<file path="src/rtl/pov_column_sequencer.sv">
// pov_column_sequencer
//   Drives the per-LED output latches of a POV display one column at a time,
//   locked to the rotor. The revolution period is measured between hall index
//   pulses, split into 2^COL_BITS equal columns, and for each column a pattern
//   word is fetched from the column RAM and presented with a one-clock load
//   strobe. The LEDs are blanked when rotation stops or the block is disabled.
//
// Ports
//   csi_clk      system clock
//   rsi_reset_n  asynchronous active-low reset
//   enable       display enable (synchronous)
//   hall_n       hall index sensor, asynchronous, active-low
//   mem_addr     column RAM read address (registered)
//   mem_rdata    column RAM data, valid one clock after mem_addr
//   led_data     column pattern to the LED latches (active-low pins)
//   led_control  one-clock load strobe to all LED latches
//   locked       revolution period is valid
//   rev_period   last accepted revolution period in clocks
module pov_column_sequencer #(
  parameter int LEDS       = 8,
  parameter int COL_BITS   = 7,
  parameter int CNT_W      = 24,
  parameter int MIN_PERIOD = 1024
) (
  input  logic                csi_clk,
  input  logic                rsi_reset_n,
  input  logic                enable,
  input  logic                hall_n,
  output logic [COL_BITS-1:0] mem_addr,
  input  logic [LEDS-1:0]     mem_rdata,
  output logic [LEDS-1:0]     led_data,
  output logic                led_control,
  output logic                locked,
  output logic [CNT_W-1:0]    rev_period
);

  typedef enum logic [2:0] {
    IDLE,
    WAIT_IDX,
    FETCH,
    LOAD,
    HOLD,
    BLANK
  } state_t;

  state_t              state, state_nxt;
  logic [2:0]          hall_sync;
  logic                idx;
  logic [CNT_W-1:0]    per_cnt;
  logic                per_sat;
  logic                valid_idx;
  logic                interval_ok;
  logic                lock_set;
  logic                fault;
  logic                start;
  logic [CNT_W-1:0]    rev_nxt;
  logic [CNT_W-1:0]    col_period;
  logic [CNT_W-1:0]    col_tmr, col_tmr_nxt;
  logic [COL_BITS-1:0] col, col_nxt;
  logic [LEDS-1:0]     led_data_nxt;
  logic                led_control_nxt;

  // Two synchronizer flops, one history flop for the falling-edge detect and a
  // registered pulse: idx is high for one clock, three clocks after hall_n is
  // first sampled low.
  always_ff @(posedge csi_clk or negedge rsi_reset_n) begin
    if (!rsi_reset_n) begin
      hall_sync <= '1;
      idx       <= 1'b0;
    end else begin
      hall_sync <= {hall_sync[1:0], hall_n};
      idx       <= hall_sync[2] & ~hall_sync[1];
    end
  end

  assign per_sat   = (per_cnt == '1);
  assign valid_idx = idx && (per_cnt >= CNT_W'(MIN_PERIOD));
  // interval_ok marks that per_cnt is timing an interval that started at a
  // valid index, so the first valid index after reset or a stall cannot lock.
  assign lock_set  = valid_idx & interval_ok & ~per_sat;

  always_ff @(posedge csi_clk or negedge rsi_reset_n) begin
    if (!rsi_reset_n) begin
      per_cnt     <= '0;
      rev_period  <= '0;
      interval_ok <= 1'b0;
      locked      <= 1'b0;
    end else begin
      if (valid_idx) begin
        per_cnt    <= CNT_W'(1);
        rev_period <= per_cnt;
      end else if (!per_sat) begin
        per_cnt <= per_cnt + CNT_W'(1);
      end

      if (valid_idx)
        interval_ok <= 1'b1;
      else if (per_sat)
        interval_ok <= 1'b0;

      if (!enable || per_sat)
        locked <= 1'b0;
      else if (lock_set)
        locked <= 1'b1;
    end
  end

  // The column timer reloads in the same clock that a valid index updates
  // rev_period, so it uses the incoming period rather than the stored one.
  assign rev_nxt    = valid_idx ? per_cnt : rev_period;
  assign col_period = rev_nxt >> COL_BITS;

  assign fault = ~enable | (locked & per_sat);
  assign start = valid_idx & (locked | lock_set);

  always_ff @(posedge csi_clk or negedge rsi_reset_n) begin
    if (!rsi_reset_n) begin
      state       <= IDLE;
      col         <= '0;
      col_tmr     <= '0;
      led_data    <= '1;
      led_control <= 1'b0;
    end else begin
      state       <= state_nxt;
      col         <= col_nxt;
      col_tmr     <= col_tmr_nxt;
      led_data    <= led_data_nxt;
      led_control <= led_control_nxt;
    end
  end

  assign mem_addr = col;

  always_comb begin
    state_nxt       = state;
    col_nxt         = col;
    col_tmr_nxt     = (col_tmr != '0) ? col_tmr - CNT_W'(1) : col_tmr;
    led_data_nxt    = led_data;
    led_control_nxt = 1'b0;

    unique case (state)
      IDLE: begin
        if (enable)
          state_nxt = WAIT_IDX;
      end

      WAIT_IDX: begin
        if (fault) begin
          state_nxt = BLANK;
        end else if (start) begin
          state_nxt   = FETCH;
          col_nxt     = '0;
          col_tmr_nxt = col_period - CNT_W'(1);
        end
      end

      FETCH, LOAD, HOLD: begin
        if (fault) begin
          state_nxt = BLANK;
        end else if (valid_idx) begin
          // Rotor sped up: restart at column 0, dropping any pending strobe.
          state_nxt   = FETCH;
          col_nxt     = '0;
          col_tmr_nxt = col_period - CNT_W'(1);
        end else if (state == FETCH) begin
          state_nxt = LOAD;
        end else if (state == LOAD) begin
          state_nxt       = HOLD;
          led_data_nxt    = mem_rdata;
          led_control_nxt = 1'b1;
        end else if (col_tmr == '0) begin
          if (col != '1) begin
            state_nxt   = FETCH;
            col_nxt     = col + COL_BITS'(1);
            col_tmr_nxt = col_period - CNT_W'(1);
          end else begin
            state_nxt = WAIT_IDX;
          end
        end
      end

      BLANK: begin
        led_data_nxt    = '1;
        led_control_nxt = 1'b1;
        state_nxt       = enable ? WAIT_IDX : IDLE;
      end

      default: state_nxt = IDLE;
    endcase
  end

endmodule

</file>
<file path="config.mk">
export PLATFORM = sky130hd
export DESIGN_NAME = pov_column_sequencer
export DESIGN_NICKNAME = d
export VERILOG_FILES = /design/src/rtl/pov_column_sequencer.sv
export SDC_FILE = /design/constraint.sdc
export NUM_CORES = 1
export LEC_CHECK = 0
export CORE_ASPECT_RATIO = 1.1
export CORE_UTILIZATION = 65
export CTS_CLUSTER_DIAMETER = 40
export DETAILED_ROUTE_END_ITERATION = 8
export DONT_BUFFER_PORTS = 1
export PLACE_DENSITY = 0.91
export RECOVER_POWER = 100
export SETUP_SLACK_MARGIN = 0.05
export SYNTH_ARGS = -nofsm -noshare
export SYNTH_HDL_FRONTEND = slang
export SYNTH_SLANG_ARGS = --single-unit
</file>
<file path="constraint.sdc">
create_clock -name csi_clk -period 11.24 [get_ports csi_clk]
set_clock_uncertainty 0.15 [all_clocks]
set_input_delay 0.562 -clock csi_clk [delete_from_list [all_inputs] [get_ports csi_clk]]
set_output_delay 0.562 -clock csi_clk [all_outputs]
set_load 0.005 [all_outputs]
</file>
==> impl_metrics.tcl <==
set metrics [dict create \
    cp_slowest_cell "o41ai_1" \
    crit_required_ns 11.20 \
    dieArea_um2 8803 \
    ff_latch_area_um2 2441 \
    synth_edf_count 0 \
    num_vias 4607 \
    total_power_mw 0.8418 \
    finalCritPeriodShare 0.5228 \
    dr.first_iter.drc_count 548 \
    portBuffers 0 \
    wirelength_um 12850 \
    synth.top_cells.by_area "dfrtp_1 39%, nand2_1 7.1%, dfstp_2 5.3%, xor2_1 5.1%, nor2_1 3.8%" \
    cts_buffers 9 \
    start_util 0.6816 \
    cts_tree "yes" \
    yosysTopAreaCellShare 0.3927 \
    setup_slack_ns 5.363 \
    p_switching_mw 0.2633 \
    fill_cells 583 \
    synthesis.area_um2 5480 \
    finalHoldViolations 0 \
    dpl.hpwl_um 8922 \
    overflow 0 \
    status "finished, violations left" \
    internal-power_mw 0.5785 \
    grt_pass1_wl_um 21170 \
    clk_pin_slew_worst_paths_ns 0.09 \
    clkLatencyLatePin_ns 0.37 \
    ir_drop_mv 0.09427 \
    dr.pass1.iters 8 \
    switching_share 0.3128 \
    fin_crit_ns 5.877 \
    first_global_vias 4472 \
    grt_start_max_net_pins 98 \
    synth_most_common_cell "nand2_1" \
    preCtsSetupSlack_ns 7.484 \
    yosysUniqueCellTypes 64 \
    cts_max_path_buffers 2 \
    synthCells 615 \
    cpLargestDelayFamily "compound AO/OA/AOI/OAI gates" \
    fin_tns_setup_ns 0 \
    critPathBufInv 1 \
    die_width_um 89.55 \
    synth_fp_nets 632 \
    h-tree-depth 3 \
    synth_largest_area_cell "dfrtp_1" \
    yosys-top-cells-count "104 x nand2_1, 86 x dfrtp_1, 55 x nor2_1" \
    clockPowerShare 0.268 \
    violations "capacitance limit, slew limit" \
    setup.worst_path.end_class "register" \
    syn_area_per_cell_um2 8.911 \
    ys.flop_type "dfrtp_1" \
    antenna_found_initial 0 \
    path_max_fanout 41 \
    power_density_nw_per_um2 148.5 \
    gp_congestion 0.8970 \
    num_antenna_cells 0 \
    slew_headroom -2.320 \
    tightest_slew_ns 4.979 \
    avgViaCountPerCell 6.480 \
    cts_root_buf "clkbuf_8" \
    num_io_pins 53 \
    yosysWarnings 0 \
    fp-row-count 34 \
    design_area_um2 5668 \
    place_area_um2 5505 \
    crit_arrival_ns 5.84 \
    holdWs_ns 0.03275 \
    syn2layout_area_growth_pct 3.425 \
    ys_async_sr_fraction 1.000 \
    fin_nets 615 \
    worstPathCellList "or4_4, o41ai_1, clkbuf_1, a211o_1, o31ai_1, a211oi_1, a21oi_1" \
    maxCapViolations 5 \
    drc_errors 0 \
    worstSetupPathType "register to register" \
    rsz0062_at_grt "false" \
    worstSetupStartpointType "register" \
    leakage_nw 2.566 \
    max_freq_mhz 170.2 \
    power_frac_seq 0.532 \
    ys_ff_latch 97 \
    ant_nets 0 \
    grt.total_usage 0.3100 \
    coreArea_um2 8040 \
    combPwrFrac 0.200 \
    synth-seq-area-share 0.4454 \
    slew_viol_final 230 \
    final_layout_size_suffix_gt1_frac 0.05970 \
    setup_viol 0 \
    multi_input_area_um2 2820 \
    clkSinkCount 97 \
    hold_class "primary input to register" \
    wire_per_inst_um 18.07 \
    max_stage_delay_ns 1.57 \
    die_h_um 98.31 \
]
[registers in the layout, indices dropped and copies added, names as in the netlist]
register,count
locked,1
led_data,8
idx,1
rev_period,24
col_tmr,24
per_cnt,24
interval_ok,1
state,3
mem_addr,7
hall_sync,3
led_control,1
[timing repair]
item,4_1_cts,5_1_grt
hold buffers,2,0
gates resized for setup,0,0
endpoints found under the hold margin,97,0
buffers inserted,0,0
[cells in the final DEF, fill, tap and decap left out, types with 10 or more instances in the layout]
master	Yosys	layout
inv_1	11	11
o21ai_0	25	30
xnor2_1	23	23
dfrtp_1	86	86
nor3_1	14	14
nand2_1	104	104
or3_1	14	14
nor4_1	17	17
nand2b_1	12	12
a21oi_1	30	30
or4_1	10	10
xor2_1	32	32
nand3_1	21	21
nor2_1	55	55
[kinds of logic (layout without fill, tap and decap cells)]
logic type      after synthesis  after routing  synth area share
flops                        97             97            0.4454
mux                          15             15           0.02922
fa+ha+maj                     5              5           0.01142
buf+inv                      45             33           0.03585
compound gates              109            109            0.1306
xor+xnor                     55             55           0.08790
simple gates                289            289            0.2596
[cell type report]
class	instances	share of cell area
Multi-Input combinational cell	473	0.4976
Sequential cell	97	0.4307
Tap cell	108	0.02384
Clock buffer	10	0.02252
Clock inverter	6	0.01170
Inverter	11	0.007285
Timing Repair Buffer	6	0.006402
[worst paths after layout]
check	from	to	slack [ns]	cells past startpoint
min in group asynchronous	rsi_reset_n	col_tmr[18]	2.39	2
setup / recovery	per_cnt[13]	col_tmr[10]	5.36	7
hold reg to reg	hall_sync[0]	hall_sync[1]	0.21	0
hold / removal	hall_n	hall_sync[0]	0.03	0
max in group asynchronous	rsi_reset_n	col_tmr[9]	5.71	2
setup reg to reg	per_cnt[13]	col_tmr[10]	5.36	7
[metal layers]
layer | global-route usage | vias to the layer above | wire (um) | share of wire
met5 | 0 | - | 0 | 0
met4 | 0.1197 | 0 | 360 | 0.028
met3 | 0.06932 | 39 | 881 | 0.069
met2 | 0.5006 | 220 | 6496 | 0.51
met1 | 0.4031 | 2213 | 5108 | 0.40
li1 | - | 2135 | - | -
[per-stage QoR]
stage / instances / utilization
after floorplan: 615 / -
after global placement: 693 / 0.6847
after detailed placement: 693 / 0.6847
after CTS: 711 / 0.7135
after global routing: 711 / 0.7049
final: 711 / 0.7049
[power by group through the flow]
stage	sequential [mW]	combinational [mW]	clock [mW]
global placement	0.454	0.152	0
finish	0.448	0.168	0.225
CTS	0.451	0.172	0.227
detailed placement	0.458	0.162	0
global route	0.455	0.189	0.243
floorplan	0.436	0.145	0
(Power assumes the default switching activity.)
